$ cat config.mk
export PLATFORM = sky130hd
export DESIGN_NAME = approx_log2_pipe
export DESIGN_NICKNAME = d
export VERILOG_FILES = /design/src/rtl/approx_softmax_pkg.sv /design/src/rtl/approx_log2_norm.sv /design/src/rtl/approx_log2_pipe.sv
export SDC_FILE = /design/constraint.sdc
export NUM_CORES = 1
export LEC_CHECK = 0
export ABC_AREA = 1
export CELL_PAD_IN_SITES_DETAIL_PLACEMENT = 0
export CELL_PAD_IN_SITES_GLOBAL_PLACEMENT = 1
export CORE_AREA = 3 3 84 118
export CTS_CLUSTER_SIZE = 30
export DETAILED_ROUTE_END_ITERATION = 16
export DIE_AREA = 0 0 87 121
export HOLD_SLACK_MARGIN = 0.1
export PLACE_DENSITY = 0.82
export SLEW_MARGIN = 20
export SYNTH_ARGS = -nofsm -noshare
export SYNTH_HDL_FRONTEND = slang
export SYNTH_SLANG_ARGS = --single-unit
$ cat constraint.sdc
create_clock -name clk -period 4.7 [get_ports clk]
set_clock_uncertainty 0.1 [all_clocks]
set_input_delay 0.705 -clock clk [delete_from_list [all_inputs] [get_ports clk]]
set_output_delay 0.705 -clock clk [all_outputs]
set_load 0.1 [all_outputs]
$ cat src/rtl/approx_softmax_pkg.sv
// Shared types and helpers for the approximate-softmax log-domain datapath.
// lod_pos is the leading-one detector used by the log2 front end.
package approx_softmax_pkg;

    localparam int LOG_FRAC_W = 8;
    localparam int LOD_W      = 64;
    localparam int LOD_POS_W  = 6;

    typedef struct packed {
        logic [LOD_POS_W-1:0]  k;
        logic [LOG_FRAC_W-1:0] frac;
    } log_t;

    // Index of the highest set bit; 0 for a zero operand (callers flag zero separately).
    function automatic logic [LOD_POS_W-1:0] lod_pos(input logic [LOD_W-1:0] v);
        logic [LOD_POS_W-1:0] pos;
        pos = {LOD_POS_W{1'b0}};
        for (int i = 0; i < LOD_W; i++) begin
            if (v[i]) begin
                pos = LOD_POS_W'(i);
            end
        end
        return pos;
    endfunction

endpackage

$ cat src/rtl/approx_log2_norm.sv
// Normalizing barrel shifter: moves the leading one to the MSB and extracts
// the truncated fraction bits directly beneath it.
module approx_log2_norm #(
    parameter int DATA_W = 32,
    parameter int FRAC_W = 8,
    parameter int K_W    = $clog2(DATA_W)
) (
    input  logic [DATA_W-1:0] data,
    input  logic [K_W-1:0]    k,
    output logic [FRAC_W-1:0] frac
);

    logic [K_W-1:0]    shamt_s;
    logic [DATA_W-1:0] norm_s;

    // Shift left so bit k lands in DATA_W-1; the cast drops the implicit leading one.
    always_comb begin
        shamt_s = K_W'(DATA_W - 1) - k;
        norm_s  = data << shamt_s;
        frac    = FRAC_W'(norm_s >> (DATA_W - 1 - FRAC_W));
    end

endmodule

$ cat src/rtl/approx_log2_pipe.sv
// Two-stage Mitchell log2 approximator with valid/ready on both sides.
// S1 captures operand and leading-one position; S2 produces {k, frac}.
module approx_log2_pipe
    import approx_softmax_pkg::*;
#(
    parameter int DATA_W = 32,
    parameter int FRAC_W = LOG_FRAC_W,
    parameter int TAG_W  = 4,
    localparam int K_W   = $clog2(DATA_W)
) (
    input  logic                  clk,
    input  logic                  rst,
    input  logic                  in_valid,
    output logic                  in_ready,
    input  logic [DATA_W-1:0]     in_data,
    input  logic [TAG_W-1:0]      in_tag,
    output logic                  out_valid,
    input  logic                  out_ready,
    output logic [K_W+FRAC_W-1:0] out_log,
    output logic                  out_zero,
    output logic [TAG_W-1:0]      out_tag
);

    logic [K_W-1:0]        lod_k_s;
    logic                  in_xfer_s;
    logic                  out_xfer_s;
    logic                  s2_load_s;
    logic [FRAC_W-1:0]     frac_s;

    logic                  s1_valid_r;
    logic [DATA_W-1:0]     s1_data_r;
    logic [TAG_W-1:0]      s1_tag_r;
    logic [K_W-1:0]        s1_k_r;
    logic                  s1_zero_r;

    logic                  s2_valid_r;
    logic [K_W+FRAC_W-1:0] s2_log_r;
    logic                  s2_zero_r;
    logic [TAG_W-1:0]      s2_tag_r;

    generate
        if (DATA_W == 32) begin : g_lod32
            assign lod_k_s = K_W'(lod_pos({32'd0, in_data}));
        end else begin : g_lod64
            assign lod_k_s = K_W'(lod_pos(in_data));
        end
    endgenerate

    assign s2_load_s  = s1_valid_r && (!s2_valid_r || out_ready);
    assign in_ready   = !s1_valid_r || s2_load_s;
    assign in_xfer_s  = in_valid && in_ready;
    assign out_xfer_s = s2_valid_r && out_ready;

    approx_log2_norm #(
        .DATA_W (DATA_W),
        .FRAC_W (FRAC_W),
        .K_W    (K_W)
    ) u_norm (
        .data (s1_data_r),
        .k    (s1_k_r),
        .frac (frac_s)
    );

    // Stage 1: capture operand, tag, leading-one position and zero flag.
    always_ff @(posedge clk) begin
        if (rst) begin
            s1_valid_r <= 1'b0;
            s1_data_r  <= {DATA_W{1'b0}};
            s1_tag_r   <= {TAG_W{1'b0}};
            s1_k_r     <= {K_W{1'b0}};
            s1_zero_r  <= 1'b0;
        end else if (in_xfer_s) begin
            s1_valid_r <= 1'b1;
            s1_data_r  <= in_data;
            s1_tag_r   <= in_tag;
            s1_k_r     <= lod_k_s;
            s1_zero_r  <= (in_data == {DATA_W{1'b0}});
        end else if (s2_load_s) begin
            s1_valid_r <= 1'b0;
        end
    end

    // Stage 2: registered result; holds while the consumer stalls.
    always_ff @(posedge clk) begin
        if (rst) begin
            s2_valid_r <= 1'b0;
            s2_log_r   <= {(K_W+FRAC_W){1'b0}};
            s2_zero_r  <= 1'b0;
            s2_tag_r   <= {TAG_W{1'b0}};
        end else if (s2_load_s) begin
            s2_valid_r <= 1'b1;
            s2_log_r   <= s1_zero_r ? {(K_W+FRAC_W){1'b0}} : {s1_k_r, frac_s};
            s2_zero_r  <= s1_zero_r;
            s2_tag_r   <= s1_tag_r;
        end else if (out_xfer_s) begin
            s2_valid_r <= 1'b0;
        end
    end

    assign out_valid = s2_valid_r;
    assign out_log   = s2_log_r;
    assign out_zero  = s2_zero_r;
    assign out_tag   = s2_tag_r;

endmodule

# After elaboration in Yosys (flattened, before gate mapping)
# Index checks and enable logic that the tools add are counted.
[word_totals]
memories = 0
reg_bits = 62
latch_bits = 0
in_bits = 40
output_inout_bits = 20
mem_bits_rw = 0
wordCells = 57
romBits = 0
[op_classes]
n_mul = 0
n_addsub = 1
order_cmp = 0
n_eq_ne = 0
n_shift = 1
n_reduce_logical = 10
div = 0
muxes = 36
bitwise_logic = 0
[ops]
columns = ["op", "n"]
rows = [
  ["$mux W5", 30],
  ["$logic_not A32 Y1", 1],
  ["$shl A32 B5 Y31", 1],
  ["$mux W13", 1],
  ["$mux W1", 5],
  ["$sub A5 B5 Y5 const A", 1],
  ["$reduce_bool A2 Y1", 2],
  ["$logic_and A1 B1 Y1", 3],
  ["$logic_not A1 Y1", 2],
  ["$logic_or A1 B1 Y1", 2],
]

# Longest topological paths before layout
# Gate-level depths: netlist of the first run.
[logic_depth]
depth_word = 31
mapped_depth = 31
depth_no_buf = 31

# Hierarchy
# Synthesis of the first run repeated with hierarchy kept, for this count alone.
[unflattened]
hier_cells = 633
area_unflattened_um2 = 3900.0
[by_module_without_submodules]
columns = ["mod", "area_each_um2", "seq_area_each_um2", "cells_per_inst", "instances"]
rows = [
  ["approx_log2_pipe", 2476.1, 1241.2, 325, 1],
  ["approx_log2_norm", 1423.9, 0.0, 308, 1],
]

# Worst setup path after synthesis of the first run
# No wires, ideal clock.
[synth_path]
path_type = "reg-to-reg"
startpoint = "register s2_valid_r, in the netlist out_valid"
endpoint = "register s1_data_r[10]"
path_buffers = 2
period_less_slack_ns = 3.135
required_time_ns = 4.530
slack_ns = 1.565
t_arrival_ns = 2.965
setup_ns = 0.070
path_stages_with_launch = 7
cell_sequence = "dfxtp_1 > nand3_1 > nand2_1 > inv_1 > buf_2 > clkbuf_1 > a21oi_1"
[synth_via]
elab_chain_cells = 5
[synth_rtl]
columns = ["element", "line_no", "rtl"]
rows = [
  ["from (decl)", "approx_log2_pipe.sv:36", "logic s2_valid_r;"],
  ["from (signal assigned)", "approx_log2_pipe.sv:86", "s2_valid_r <= 1'b0;"],
  ["from (signal assigned)", "approx_log2_pipe.sv:91", "s2_valid_r <= 1'b1;"],
  ["from (signal assigned)", "approx_log2_pipe.sv:96", "s2_valid_r <= 1'b0;"],
  ["$logic_not A1 Y1", "approx_log2_pipe.sv:49", "assign s2_load_s = s1_valid_r && (!s2_valid_r || out_ready);"],
  ["$logic_or A1 B1 Y1", "approx_log2_pipe.sv:49", ""],
  ["$logic_and A1 B1 Y1", "approx_log2_pipe.sv:49", ""],
  ["$logic_or A1 B1 Y1", "approx_log2_pipe.sv:50", "assign in_ready = !s1_valid_r || s2_load_s;"],
  ["net in_ready", "approx_log2_pipe.sv:14", "output logic in_ready,"],
  ["$logic_and A1 B1 Y1", "approx_log2_pipe.sv:51", "assign in_xfer_s = in_valid && in_ready;"],
  ["to (signal assigned)", "approx_log2_pipe.sv:68", "s1_data_r <= {DATA_W{1'b0}};"],
  ["to (signal assigned)", "approx_log2_pipe.sv:74", "s1_data_r <= in_data;"],
  ["to (decl)", "approx_log2_pipe.sv:31", "logic [DATA_W-1:0] s1_data_r;"],
]
# The timed path passes the listed nets, and every way through them passes these cells.
# A chain may end at the register's enable or synchronous reset.

# Final worst setup path of the first run
[layout_path]
startpoint = "input out_ready"
endpoint = "output in_ready"
[layout_via]
elab_chain_cells = 3
[layout_rtl]
columns = ["element", "line_no", "rtl"]
rows = [
  ["from (decl)", "approx_log2_pipe.sv:18", "input logic out_ready,"],
  ["$logic_or A1 B1 Y1", "approx_log2_pipe.sv:49", ""],
  ["$logic_and A1 B1 Y1", "approx_log2_pipe.sv:49", ""],
  ["$logic_or A1 B1 Y1", "approx_log2_pipe.sv:50", ""],
  ["to (decl)", "approx_log2_pipe.sv:14", ""],
]
# No other way between the ends.

==> flow_summary.json, run 1 <==
{
  "combPwrFrac": 0.220,
  "netSwitchingFraction": 0.299,
  "syn_nets": 610,
  "grt_pass1_wl_mm": 16.6,
  "synth_cells": 570,
  "cts_resized": 0,
  "period_share": 0.697,
  "drc_errors": 0,
  "placed_area_um2": 4180,
  "synth_cell_type_count": 31,
  "fin_setup_tns_ns": 0,
  "cts_setup_buffers": 0,
  "required_ns": 3.89,
  "grt.busiest_layer": "met2",
  "path_class": "in2out",
  "stdcell_area_um2": 4490,
  "status": "finished, final reports clean",
  "hold_viol": 0,
  "post_drt_via_cell_ratio": 5.19,
  "synth_edf_count": 0,
  "worst_ep_arrival_time_ns": 2.47,
  "synth_seq_cells": 61,
  "leakagePower_nw": 1.93,
  "worst_hold_path_type": "reg2reg",
  "hold_buffers": 0,
  "drt_wl_total_mm": 10.1,
  "drv_slew": 0,
  "path_max_fanout": 3,
  "power.clock.fraction": 0.426,
  "grt_max_degree": 46,
  "layout-drive-gt1-share": 0.0681,
  "io_buffers": 59,
  "setup_ws_ns": 1.43,
  "dieHeight_um": 121,
  "clockRootBuffer": "clkbuf_16",
  "wl_per_cell_um": 13.9,
  "utilization": 0.501,
  "via_count": 3757,
  "clock_path_buffers": 2,
  "cp-end-kind": "output port",
  "cp-start-kind": "primary input",
  "row_count": 41,
  "layout_commonest_cell": "nand2_1",
  "n_antenna_cell": 0,
  "p_sw_uw": 491,
  "seq_power_share": 0.354,
  "multi_input_area_um2": 1910,
  "setup_viol": 0,
  "fillers": 956,
  "clkTransAtPathRegs_ns": 0.05,
  "finalCriticalPeriod_ns": 3.27,
  "grt.met1_usage": 0.271,
  "power.internal_mw": 1.15,
  "ctsHtreeMaxLevel": 3,
  "io_pins": 60,
  "die_w_um": 87,
  "syn_avg_cell_area_um2": 6.23,
  "area_delta_synth_final_pct": 26.6,
  "grt.total_usage": 0.199,
  "grt_pass1_vias": 3524,
  "cts_tree": "done",
  "seqCellArea_um2": 1220,
  "drtIter0Drc": 166,
  "dp_hpwl_mm": 7.52,
  "cts.sinks": 61,
  "layout_common_cells": "nand2_1 (164), dfxtp_1 (61), clkdlybuf4s50_1 (59)",
  "powerDensity_nw_per_um2": 365,
  "clock.fmax_ghz": 0.305,
  "ys_warn_count": 0,
  "netlist_area_um2": 3550,
  "grtUsageMet2": 0.310,
  "antenna_found_initial": 0,
  "fin_nets": 653,
  "place_congestion": 0.879,
  "pre_cts_ws_ns": 1.43,
  "ir_worst_vdd_mv": 0.181,
  "rsz0062_at_grt": "no",
  "clock_latency_ns": 0.33,
  "async_flop_share": 0,
  "cts_buffers": 9,
  "synthFlopType": "dfxtp_1",
  "slew-limit-headroom": 0.348,
  "worst-slew-pin-transition_ns": 0.974,
  "die_area_um2": 10500,
  "antenna_left": 0,
  "cap_violations": 0,
  "gr-total-overflow": 0,
  "firstDrtPassIters": 4,
  "ys_seq_area_frac": 0.344,
  "core_um2": 8980,
  "grt_util_met3": 0.0401,
  "initial_core_util": 0.396
}
[stage by stage]
step	total power, mW	hold WS (ns)	cells
6_report	1.64	0.354	724
5_1_grt	1.72	0.381	724
4_1_cts	1.66	0.355	724
3_5_place_dp	0.953	0.348	709
3_3_place_gp	0.951	0.346	709
2_1_floorplan	0.843	0.329	570
[final timing paths]
check	endpoint	depth (start not counted)	from	slack, ns
worst max-delay path	in_ready	4	out_ready	1.43
worst min-delay path	s1_data_r[27]	2	s1_data_r[27]	0.35
worst max register to register	out_log[5]	8	s1_k_r[2]	2.03
worst min register to register	s1_data_r[27]	2	s1_data_r[27]	0.35
[per-layer routing]
layer  wire length (um)  part of all wire
met5                  0                 0
met1               4690              0.46
met3                462             0.046
met2               4740              0.47
met4                192             0.019
[state kept, by name, indices dropped and copies added, names as in the netlist]
name        cells
s1_tag_r        4
s1_zero_r       1
s1_valid_r      1
out_valid       1
s1_k_r          5
s1_data_r      31
out_tag         4
out_zero        1
out_log        13
[power by group through the flow]
stage,Sequential [mW],Clock (mW),Combinational [mW]
2_1_floorplan,0.642,0,0.201
3_3_place_gp,0.591,0,0.360
3_5_place_dp,0.591,0,0.361
4_1_cts,0.581,0.715,0.363
5_1_grt,0.586,0.732,0.401
6_report,0.581,0.698,0.361
[Yosys cell counts (2+ instances only)]
cell type	count	area (um2)
nor4_1	4	25.0
a31oi_1	7	43.8
nand3_1	23	115
inv_2	14	52.6
buf_1	2	7.51
clkbuf_1	23	86.3
o2111ai_1	2	17.5
o21ai_0	52	260
mux2i_1	3	30.0
buf_2	7	35.0
a221oi_1	2	17.5
nand4_1	2	12.5
o22ai_1	6	37.5
nor2_1	51	191
bufinv_8	4	70.1
o211ai_1	8	60.1
nand2_1	164	616
o21ai_1	30	150
clkinv_1	5	18.8
dfxtp_1	61	1220
a21oi_1	53	265
inv_1	38	143
[cells by family (layout without fill, tap and decap cells)]
logic type / after synthesis / after routing / share of synthesized area
simple gates: 246 / 246 / 0.273
compound gates: 166 / 166 / 0.255
flops: 61 / 61 / 0.344
buf+inv: 94 / 141 / 0.119
mux: 3 / 3 / 0.00846
[critical path, stage by stage]
cell and delay, ns:
clkdlybuf4s50_1 0.47, inv_2 0.04, nand3_1 0.10, clkdlybuf4s50_1 1.15
[layout make-up]
| class | count | area share |
|---|---|---|
| Multi-Input combinational cell | 415 | 0.424 |
| Clock inverter | 5 | 0.0167 |
| Tap cell | 107 | 0.0298 |
| Inverter | 61 | 0.0632 |
| Clock buffer | 10 | 0.0532 |
| Sequential cell | 61 | 0.272 |
| Timing Repair Buffer | 65 | 0.141 |
(Power assumes the default switching activity.)
==> run 2: changes to the inputs <==
CORE_AREA = 3 3 87 122   (was 3 3 84 118)
DIE_AREA = 0 0 90 125   (was 0 0 87 121)
PLACE_DENSITY = 0.77   (was 0.82)
clock period = 3.3 ns   (was 4.7 ns; I/O delays follow)
==> flow_summary.json, run 2 (synthesis results as in run 1) <==
{
  "grt.met1_usage": 0.252,
  "cts.sinks": 61,
  "cp-start-kind": "primary input",
  "cap_violations": 0,
  "antenna_found_initial": 0,
  "ctsHtreeMaxLevel": 3,
  "initial_core_util": 0.371,
  "hold_viol": 0,
  "pre_cts_ws_ns": 0.566,
  "clock.fmax_ghz": 0.418,
  "ir_worst_vdd_mv": 0.235,
  "startpoint": "in_data[1]",
  "largest-register": "s1_data_r",
  "post_drt_via_cell_ratio": 5.03,
  "hold_buffers": 0,
  "dp_hpwl_mm": 7.57,
  "drt_wl_total_mm": 10.2,
  "worst_ep_arrival_time_ns": 2.56,
  "grt_max_degree": 59,
  "r2r_cells": 8,
  "path_common_cell": "nand2_1",
  "drc_errors": 0,
  "clock_path_buffers": 2,
  "powerDensity_nw_per_um2": 509,
  "crit_end": "s1_k_r[0]",
  "row_count": 42,
  "setup_viol": 0,
  "layout-drive-gt1-share": 0.103,
  "core_um2": 9560,
  "path_class": "in2reg",
  "critical_path.slowest_cell": "clkdlybuf4s50_1",
  "wl_per_cell_um": 13.6,
  "timing.reg2reg.setup_slack_ns": 1.27,
  "layout_commonest_cell": "nand2_1",
  "setup_ws_ns": 0.906,
  "clock_latency_ns": 0.33,
  "via_count": 3793,
  "dieHeight_um": 125,
  "worst-slew-pin-transition_ns": 0.962,
  "worst_hold_path_type": "reg2reg",
  "clkTransAtPathRegs_ns": 0.05,
  "firstDrtPassIters": 5,
  "rsz0062_at_grt": "no",
  "grt_util_met3": 0.0445,
  "instances_no_fill": 754,
  "cts_setup_buffers": 0,
  "die_area_um2": 11300,
  "slew-limit-headroom": 0.357,
  "layout_common_cells": "nand2_1 (164), dfxtp_1 (61), a21oi_1 (53)",
  "reg2reg_to": "out_log[7]",
  "grt_pass1_wl_mm": 17.6,
  "period_share": 0.726,
  "fillers": 1056,
  "grt_pass1_vias": 3668,
  "cts_buffers": 9,
  "cp-end-kind": "flip-flop",
  "clockRootBuffer": "clkbuf_16",
  "required_ns": 3.47,
  "status": "finished, final reports clean",
  "area_delta_synth_final_pct": 26.6,
  "fin_nets": 657,
  "path_max_fanout": 3,
  "largest_register_ffs": 31,
  "dp_cells": 738,
  "cpPeakStageDelay_ns": 0.51,
  "die_w_um": 90,
  "drv_slew": 0,
  "grt.busiest_layer": "met2",
  "drtIter0Drc": 231,
  "r2r-start": "s1_k_r[0]",
  "grt.total_usage": 0.190,
  "antenna_left": 0,
  "place_congestion": 0.849,
  "n_antenna_cell": 0,
  "leakagePower_nw": 1.96,
  "cts_resized": 0,
  "io_pins": 60,
  "gr-total-overflow": 0,
  "fin_setup_tns_ns": 0,
  "cts_tree": "done",
  "grtUsageMet2": 0.299,
  "io_buffers": 59,
  "finalCriticalPeriod_ns": 2.39
}
-- run 2: layout make-up --
cell class | count | area [um2] | share of cell area
inverters | 61 | 284 | 0.0632
repair buffers | 69 | 621 | 0.138
flip-flops and latches | 61 | 1220 | 0.272
clock inverters | 7 | 75.1 | 0.0167
well taps | 132 | 165 | 0.0367
clock buffers | 9 | 225 | 0.0501
multi-input cells | 415 | 1910 | 0.424
-- run 2: routing by layer --
layer / routed length (um) / share of wire
met1: 4720 / 0.46
met2: 4760 / 0.47
met3: 500 / 0.049
met5: 0 / 0
met4: 247 / 0.024
-- run 2: per-stage QoR --
step / hold WS, ns / area [um2] / total power, mW / util
final: 0.363 / 4500 / 2.29 / 0.470
after global routing: 0.385 / 4500 / 2.42 / 0.470
after CTS: 0.365 / 4500 / 2.31 / 0.470
after detailed placement: 0.356 / 4200 / 1.36 / 0.439
after global placement: 0.352 / 4200 / 1.36 / 0.439
after floorplan: 0.329 / 3550 / 1.20 / -
-- run 2: worst max-delay path: cells and delay by family --
kind | cells | cell delay [ns]
AO/OA/AOI/OAI | 1 | 0.11
buffers and inverters | 1 | 0.51
AND/OR/NAND/NOR | 29 | 1.45
-- run 2: how the worst min path moves through the flow --
stage / from / endpoint / slack (ns) / cells past startpoint
floorplan: s1_data_r[27] / s1_data_r[27] / 0.33 / 2
global placement: out_log[3] / out_log[3] / 0.35 / 2
detailed placement: out_log[5] / out_log[5] / 0.36 / 2
CTS: out_log[5] / out_log[5] / 0.36 / 2
global route: s1_data_r[25] / s1_data_r[25] / 0.38 / 2
finish: out_log[10] / out_log[10] / 0.36 / 2
-- run 2: power by group --
group / switching (mW) / total [mW] / leakage [nW] / internal, mW
combinational: 0.341 / 0.519 / 1.32 / 0.178
clock: 0.361 / 0.947 / 0.138 / 0.586
sequential: 0.0354 / 0.822 / 0.504 / 0.786
